$ cat config.mk
export PLATFORM = sky130hd
export DESIGN_NAME = sap_control_sequencer_flat
export DESIGN_NICKNAME = d
export VERILOG_FILES = /design/src/rtl/sap_control_sequencer_pkg.sv /design/src/rtl/sap_control_sequencer_if.sv /design/src/rtl/sap_control_sequencer_ucode_rom.sv /design/src/rtl/sap_control_sequencer.sv /design/src/flat_wrapper.sv
export SDC_FILE = /design/constraint.sdc
export NUM_CORES = 1
export LEC_CHECK = 0
export ABC_AREA = 1
export CAP_MARGIN = 10
export CORE_MARGIN = 5
export CORE_UTILIZATION = 47
export CTS_CLUSTER_DIAMETER = 40
export CTS_CLUSTER_SIZE = 25
export DETAILED_ROUTE_END_ITERATION = 7
export PLACE_DENSITY = 0.84
export REMOVE_ABC_BUFFERS = 1
export SLEW_MARGIN = 30
export SYNTH_ARGS = -nofsm -noshare
export SYNTH_HDL_FRONTEND = slang
export SYNTH_SLANG_ARGS = --single-unit
$ cat constraint.sdc
create_clock -name clk -period 3.5 [get_ports clk]
set_input_delay 0.7 -clock clk [delete_from_list [all_inputs] [get_ports clk]]
set_output_delay 0.7 -clock clk [all_outputs]
set_load 0.1 [all_outputs]
$ cat src/rtl/sap_control_sequencer_pkg.sv
// Shared SAP-1 constants: opcodes, control-word bit positions, T-state indices
// and the microcode ROM output record.
package sap_pkg;
  localparam int CON_W = 12;
  localparam int CON_CP = 11;
  localparam int CON_EP = 10;
  localparam int CON_LM = 9;
  localparam int CON_CE = 8;
  localparam int CON_LI = 7;
  localparam int CON_EI = 6;
  localparam int CON_LA = 5;
  localparam int CON_EA = 4;
  localparam int CON_SU = 3;
  localparam int CON_EU = 2;
  localparam int CON_LB = 1;
  localparam int CON_LO = 0;

  localparam logic [3:0] OP_LDA = 4'h0;
  localparam logic [3:0] OP_ADD = 4'h1;
  localparam logic [3:0] OP_SUB = 4'h2;
  localparam logic [3:0] OP_OUT = 4'he;
  localparam logic [3:0] OP_HLT = 4'hf;

  localparam int T_W = 6;
  localparam int T1 = 0;
  localparam int T2 = 1;
  localparam int T3 = 2;
  localparam int T4 = 3;
  localparam int T5 = 4;
  localparam int T6 = 5;

  typedef logic [CON_W-1:0] con_t;

  typedef struct packed {
    con_t con;
    logic last_state;
    logic is_hlt;
    logic is_illegal;
  } ucode_t;

  function automatic logic is_onehot(input logic [T_W-1:0] v);
    return (v != '0) && ((v & (v - T_W'(1))) == '0);
  endfunction
endpackage

$ cat src/rtl/sap_control_sequencer_if.sv
// Ring-counter/IR side <-> sequencer bundle. master drives t/opcode, slave is the sequencer.
interface sap_control_sequencer_if #(parameter int CNT_W = 8);
  import sap_pkg::*;

  logic [T_W-1:0]   t;
  logic [3:0]       opcode;
  logic [CON_W-1:0] con;
  logic             hlt;
  logic             ring_rst;
  logic             illegal;
  logic             t_err;
  logic [CNT_W-1:0] retired;

  modport master (output t, opcode,
                  input  con, hlt, ring_rst, illegal, t_err, retired);
  modport slave  (input  t, opcode,
                  output con, hlt, ring_rst, illegal, t_err, retired);
endinterface

$ cat src/rtl/sap_control_sequencer_ucode_rom.sv
// Pure combinational microcode: {t, opcode} -> control word plus instruction-end/HLT/illegal markers.
module sap_ucode_rom import sap_pkg::*; #(
  parameter bit EARLY_END = 1'b1
) (
  input  logic [T_W-1:0] t,
  input  logic [3:0]     opcode,
  output ucode_t         uc
);
  always_comb begin
    uc = '0;
    if (t[T1]) begin
      uc.con[CON_EP] = 1'b1;
      uc.con[CON_LM] = 1'b1;
    end else if (t[T2]) begin
      uc.con[CON_CP] = 1'b1;
    end else if (t[T3]) begin
      uc.con[CON_CE] = 1'b1;
      uc.con[CON_LI] = 1'b1;
    end else begin
      // Execute phase: opcode is only trusted from T4 on
      case (opcode)
        OP_LDA: begin
          if (t[T4]) begin
            uc.con[CON_EI] = 1'b1;
            uc.con[CON_LM] = 1'b1;
          end else if (t[T5]) begin
            uc.con[CON_CE] = 1'b1;
            uc.con[CON_LA] = 1'b1;
          end
          uc.last_state = EARLY_END ? t[T5] : t[T6];
        end
        OP_ADD, OP_SUB: begin
          if (t[T4]) begin
            uc.con[CON_EI] = 1'b1;
            uc.con[CON_LM] = 1'b1;
          end else if (t[T5]) begin
            uc.con[CON_CE] = 1'b1;
            uc.con[CON_LB] = 1'b1;
          end else if (t[T6]) begin
            uc.con[CON_LA] = 1'b1;
            uc.con[CON_EU] = 1'b1;
            uc.con[CON_SU] = (opcode == OP_SUB);
          end
          uc.last_state = t[T6];
        end
        OP_OUT: begin
          if (t[T4]) begin
            uc.con[CON_EA] = 1'b1;
            uc.con[CON_LO] = 1'b1;
          end
          uc.last_state = EARLY_END ? t[T4] : t[T6];
        end
        OP_HLT: begin
          // HLT never retires, so it never marks a last state
          uc.is_hlt = t[T4];
        end
        default: begin
          uc.is_illegal = t[T4];
          uc.last_state = EARLY_END ? t[T4] : t[T6];
        end
      endcase
    end
  end
endmodule

$ cat src/rtl/sap_control_sequencer.sv
// SAP-1 control sequencer: gates the microcode word, keeps sticky halt/illegal/t_err
// flags, requests early ring-counter restart and counts retired instructions.
module sap_control_sequencer import sap_pkg::*; #(
  parameter bit EARLY_END = 1'b1,
  parameter int CNT_W     = 8
) (
  input  logic                    clk,
  input  logic                    res,
  sap_control_sequencer_if.slave  bus
);
  ucode_t           uc;
  logic             onehot;
  logic             active;
  logic             hlt_q;
  logic             illegal_q;
  logic             t_err_q;
  logic [CNT_W-1:0] retired_q;

  sap_ucode_rom #(.EARLY_END(EARLY_END)) u_rom (
    .t      (bus.t),
    .opcode (bus.opcode),
    .uc     (uc)
  );

  // A bad t vector suppresses outputs in the same cycle it is seen
  assign onehot = is_onehot(bus.t);
  assign active = !res && !hlt_q && !t_err_q && onehot;

  assign bus.con      = active ? uc.con : '0;
  // T6 wraps naturally in the ring counter, so only shorter endings need a request
  assign bus.ring_rst = EARLY_END && active && uc.last_state && !bus.t[T6];
  assign bus.hlt      = hlt_q;
  assign bus.illegal  = illegal_q;
  assign bus.t_err    = t_err_q;
  assign bus.retired  = retired_q;

  always_ff @(posedge clk) begin
    if (res) begin
      hlt_q     <= 1'b0;
      illegal_q <= 1'b0;
      t_err_q   <= 1'b0;
      retired_q <= '0;
    end else begin
      if (!onehot)                   t_err_q   <= 1'b1;
      if (active && uc.is_hlt)       hlt_q     <= 1'b1;
      if (active && uc.is_illegal)   illegal_q <= 1'b1;
      if (active && uc.last_state)   retired_q <= retired_q + CNT_W'(1);
    end
  end
endmodule

$ cat src/flat_wrapper.sv
// flat-port wrapper written by rule: the top's interface ports become plain ports
module sap_control_sequencer_flat import sap_pkg::*;
#(
  parameter bit EARLY_END = 1'b1,
  parameter int CNT_W     = 8
)
  (clk, res, bus_t, bus_opcode, bus_con, bus_hlt, bus_ring_rst, bus_illegal, bus_t_err, bus_retired);
  sap_control_sequencer_if #(.CNT_W(CNT_W)) bus_i ();
  input  logic clk;
  input  logic res;
  input wire logic [$bits(bus_i.t)-1:0] bus_t;
  input wire logic [$bits(bus_i.opcode)-1:0] bus_opcode;
  output wire logic [$bits(bus_i.con)-1:0] bus_con;
  output wire logic [$bits(bus_i.hlt)-1:0] bus_hlt;
  output wire logic [$bits(bus_i.ring_rst)-1:0] bus_ring_rst;
  output wire logic [$bits(bus_i.illegal)-1:0] bus_illegal;
  output wire logic [$bits(bus_i.t_err)-1:0] bus_t_err;
  output wire logic [$bits(bus_i.retired)-1:0] bus_retired;
  assign bus_i.t = bus_t;
  assign bus_i.opcode = bus_opcode;
  assign bus_con = bus_i.con;
  assign bus_hlt = bus_i.hlt;
  assign bus_ring_rst = bus_i.ring_rst;
  assign bus_illegal = bus_i.illegal;
  assign bus_t_err = bus_i.t_err;
  assign bus_retired = bus_i.retired;
  sap_control_sequencer #(.EARLY_END(EARLY_END), .CNT_W(CNT_W)) u_core (.clk(clk), .res(res), .bus(bus_i));
endmodule
Word-level counts from Yosys, hierarchy flattened
Cells that the tools add are included.
- reduce and logical (&&, ||, !) cells: 18
- mux-type cells: 27
- add/sub/neg operators: 2
- eq/ne operators: 4
- multiply operators: 0
- shift-type cells: 0
- divide/modulo/power cells: 0
- bitwise logic cells: 1
- magnitude comparators: 0
- operators by type and width (cell ; number):
    $mux 12 ; 2
    $mux 1 ; 16
    $mux 13 ; 1
    $mux 10 ; 1
    $add 8x1->8 const B ; 1
    $eq 4x4->1 const B ; 2
    $logic_and 1x1->1 ; 8
    $and 6x6->6 ; 1
    $logic_not 6->1 ; 1
    $mux 2 ; 3
    $mux 3 ; 2
    $reduce_bool 6->1 ; 1
    $sub 6x1->6 const B ; 1
    $reduce_or 5->1 ; 1
    $eq 4x1->1 const B ; 1
    $eq 4x2->1 const B ; 1
    $logic_not 1->1 ; 4
    $logic_not 4->1 ; 1
    $pmux 2 s2 ; 1
    $pmux 1 s3 ; 1
    $reduce_or 3->1 ; 1
    $reduce_or 2->1 ; 1
- memories kept: 0
- register bits after elaboration: 11
- bits in latches: 0
- input bits: 12
- output and inout bits: 24
- memory bits (writable): 0
- memory bits (read-only): 0

Logic depth before layout (Yosys ltp)
- depth after elaboration: 10
- mapped depth: 11
- gate-level depth less buffers: 11

Modules after synthesis
A second synthesis with hierarchy kept.
- cells, all modules: 180
- area total of the unflattened synthesis: 1041.0 um^2
- by module, submodules not included (module ; times used ; area an instance (um^2) ; cells an instance):
    sap_control_sequencer ; 1 ; 778.2 ; 127
    sap_ucode_rom ; 1 ; 262.8 ; 53

Worst setup path after synthesis
No wires, ideal clock.
- path type: input port to output port
- from: input port bus_t[0]
- to: output port bus_con[9]
- data required time: 2.800 ns
- stages: 8
- setup slack: -0.116 ns
- buffers on the path: 1
- arrival: 2.916 ns
- path through: nor2_2 > nand2_2 > nor2_4 > nand2_2 > nand2_4 > nand3_2 > buf_6 > a21oi_1
- word-level cells in the longest chain between the ends: 6
- ends and longest elaborated chain (element ; RTL line ; text):
    start, declared ; flat_wrapper.sv:11 ; input wire logic [$bits(bus_i.t)-1:0] bus_t;
    $sub 6x1->6 ; sap_control_sequencer_pkg.sv:42 ; return (v != '0) && ((v & (v - T_W'(1))) == '0);
    $and 6x6->6 ; sap_control_sequencer_pkg.sv:42 ;
    $logic_not 6->1 ; sap_control_sequencer_pkg.sv:42 ;
    $logic_and 1x1->1 ; sap_control_sequencer_pkg.sv:42 ;
    $logic_and 1x1->1 ; sap_control_sequencer.sv:27 ; assign active = !res && !hlt_q && !t_err_q && onehot;
    $mux 12 (*) ; sap_control_sequencer.sv:29 ; assign bus.con = active ? uc.con : '0;
    end, declared ; flat_wrapper.sv:13 ; output wire logic [$bits(bus_i.con)-1:0] bus_con;
Mark *: on every way between the ends. The rest lies on a longest branch, timed or not.

Worst setup path in the final report
- from: input port bus_t[3]
- to: output port bus_con[3]
- word-level cells in the longest chain between the ends: 6
- ends and longest elaborated chain (element ; RTL line):
    $sub 6x1->6 or $mux 3 (tied branches) ; sap_control_sequencer_pkg.sv:42, sap_control_sequencer_ucode_rom.sv:33
    $and 6x6->6 or $mux 3 (tied branches) ; sap_control_sequencer_pkg.sv:42, sap_control_sequencer_ucode_rom.sv:21
    $logic_not 6->1 or $mux 10 (tied branches) ; sap_control_sequencer_pkg.sv:42, sap_control_sequencer_ucode_rom.sv:16
    $logic_and 1x1->1 or $mux 13 (tied branches) ; sap_control_sequencer_pkg.sv:42, sap_control_sequencer_ucode_rom.sv:14
    $logic_and 1x1->1 or $mux 12 (tied branches) ; sap_control_sequencer.sv:27, sap_control_sequencer_ucode_rom.sv:11
    $mux 12 (*) ; sap_control_sequencer.sv:29
Marks and branches as above.

==> results.toml <==
[run_status]
status = "completed"

[detailed_routing]
wl_um = 2659
via_count = 1069
drc = 0
wire_per_inst_um = 13.16
antenna_left = 0
avgViaCountPerCell = 5.292
drt_iter0_drc = 17
first_pass_iters = 4

[yosys]
synth-edff-count = 0
synth_area_um2 = 977.2
netlist_instances = 136
synth.most_common_cell = "nand2_1"
yosys-top-cells-count = "nand2_1, inv_1, nand3_1, dfxtp_1, nor2_1"
synth_area_leaders = "dfxtp_1, nand3_1, nand2_1, inv_1, a21oi_1"
synth_cell_types = 32
yosysSeqAreaShare_pct = 22.54
netlist.area_leader.share_pct = 22.54
avgSynthCellArea_um2 = 7.185
async_reset_ff_share_pct = 0
yosysWarnings = 0
yosys.area.top_type = "dfxtp_1"
ys_ff_latch = 11
synthFlopType = "dfxtp_1"

[worst_setup_path]
required_ps = 2800
path_class = "in -> out"
critPathLaunchType = "input pin"
crit_slowest_cell = "clkdlybuf4s50_1"
cpPeakStageDelay_ps = 520
crit_chain = "clkdlybuf4s50_1, nor2_4, inv_2, nor2_4, nand2_2, nand2_4, nand2_2, nor2_8, nand2_1, nor3_2, buf_12"
arrival_ps = 2480
r2r-end = "u_core.bus.retired[0]"
ff2ff_setup_slack_ps = 2140
reg2reg_depth = 8
crit_fanout = 9
cp-end-kind = "output pin"
reg2reg_from = "u_core.bus.t_err"

[finish]
fin_util_pct = 77.23
diodes = 0
final_cells = 202
fill_cells = 141
area_delta_synth_final_pct = 55.06
multiInputGateArea_um2 = 666.9
nNetsFinal = 189
final_cell_area_um2 = 1515
drive_above_1_share_pct = 28.00
regArea_um2 = 220.2

[hold_path]
hp-class = "reg -> reg"
min_from = "u_core.bus.illegal"
hold_end = "u_core.bus.illegal"
hold_depth = 2

[power]
power_density_nw_per_um2 = 191.3
pwr-share-seq_pct = 43.6
internal-power_uw = 196.2
p_sw_uw = 93.70
switching_share_pct = 32.33
p_clk_share_pct = 31.0
p_leak_nw = 0.6066
p_comb_share_pct = 25.4
ir_worst_vdd_uv = 222.0
power_uw = 289.9

[timing]
fmax_mhz = 314.1
layout_setup_ws_ps = 316.3
period_share_pct = 90.96
grt_setup_unrepaired = "no"
report.final.slew_viol_count = 0
worst_slew_pin_slew_ps = 970.1
holdWs_ps = 450.7
post-route-min-period_ps = 3184
finalHoldViolCount = 0
clock-skew-final_ps = 4.514
tns_ps = 0
setup_viol = 0
relSlewSlack_pct = 35.12

[clock_tree]
clockBufferDepth = 2
root_buffer = "clkbuf_4"
path_clk_slew_ps = 70
tritoncts = "done"
cts_resized = 0
cts.sink_count = 11
htreeDepth = 1
cts-hold-fix-buffers = 0
post_cts_buffers = 0
numCtsBuffers = 3
clk_latency_ps = 280

[die]
die_w_um = 55.60
num_rows = 16
dieArea_um2 = 3091
die_h_um = 55.60
core_um2 = 1962
initial_utilization_pct = 49.81
num_io_pins = 36

[global_routing]
grt_pass1_vias = 1107
globalRouteTotalUtil_pct = 18.89
grt_pass1_wl_um = 4885
grt_overflow = 0
grt_max_degree = 12
antenna_found_initial = 0

[placement]
gp_congestion = 0.8408
place_area_um2 = 1489
dp_hpwl_um = 2191
place.port_buffers = 35
dp_cells = 198
dp_slack_ps = 298.3

[run]
drv_cap = 0
placed cells by master, fill, tap and decap left out, types with 3 or more instances in the layout:
cell type,count
buf_12,13
nand3_1,16
nor2_2,4
clkbuf_4,3
xor2_1,3
nor2_1,11
xnor2_1,3
a21oi_1,10
nand2_2,4
clkdlybuf4s50_1,21
buf_4,4
o21ai_0,6
dfxtp_1,11
inv_1,16
nand3_2,3
nor3_2,5
nand2_1,20
worst max path at each step:
stage                     cells past startpoint          to  startpoint  slack, ps
after floorplan                               7  bus_con[0]    bus_t[0]       -570
after global placement                       10  bus_con[4]    bus_t[2]        370
after detailed placement                     11  bus_con[3]    bus_t[3]        300
after CTS                                    11  bus_con[3]    bus_t[3]        300
after global routing                         11  bus_con[3]    bus_t[1]        160
final                                        11  bus_con[3]    bus_t[3]        320
state kept, by name, indices dropped and copies added (netlist names):
name	count
u_core.bus.t_err	1
u_core.bus.illegal	1
u_core.bus.retired	8
u_core.bus.hlt	1
critical path, delay by kind of cell:
family / cells / cell delay [ps]
and+or+nand+nor: 8 / 980
buffers and inverters: 3 / 790
cells by family (layout without fill, tap and decap cells):
kind of cell	count (synthesis)	after routing	share of synthesized area, %
AND/OR/NAND/NOR	73	73	46.61
flip-flops	11	11	22.54
adder cells (fa/ha/maj)	1	1	1.280
XOR/XNOR	6	6	5.379
AO/OA/AOI/OAI	24	24	14.98
buffers and inverters	21	60	9.219
per-layer routing:
layer	vias to the layer above	share of wire [%]	GRT usage, %	routed length (um)
li1	531	-	-	-
met1	504	42	21.29	1112
met2	28	52	33.78	1372
met3	6	5.5	6.032	145
met4	0	1.1	5.208	28
met5	-	0	0	0
power groups by stage:
stage,clock network (mW),logic (mW),registers (mW)
global placement,0,0.0716,0.129
floorplan,0,0.0371,0.135
CTS,0.0919,0.0736,0.126
finish,0.0900,0.0736,0.126
global route,0.101,0.0794,0.126
detailed placement,0,0.0733,0.129
final cells by class:
| class | count | share of cell area [%] |
|---|---|---|
| flip-flops and latches | 11 | 14.53 |
| repair buffers | 38 | 33.03 |
| well taps | 27 | 2.230 |
| inverters | 18 | 4.459 |
| multi-input cells | 104 | 44.01 |
| clock buffers | 4 | 1.734 |
(Power assumes the default switching activity.)
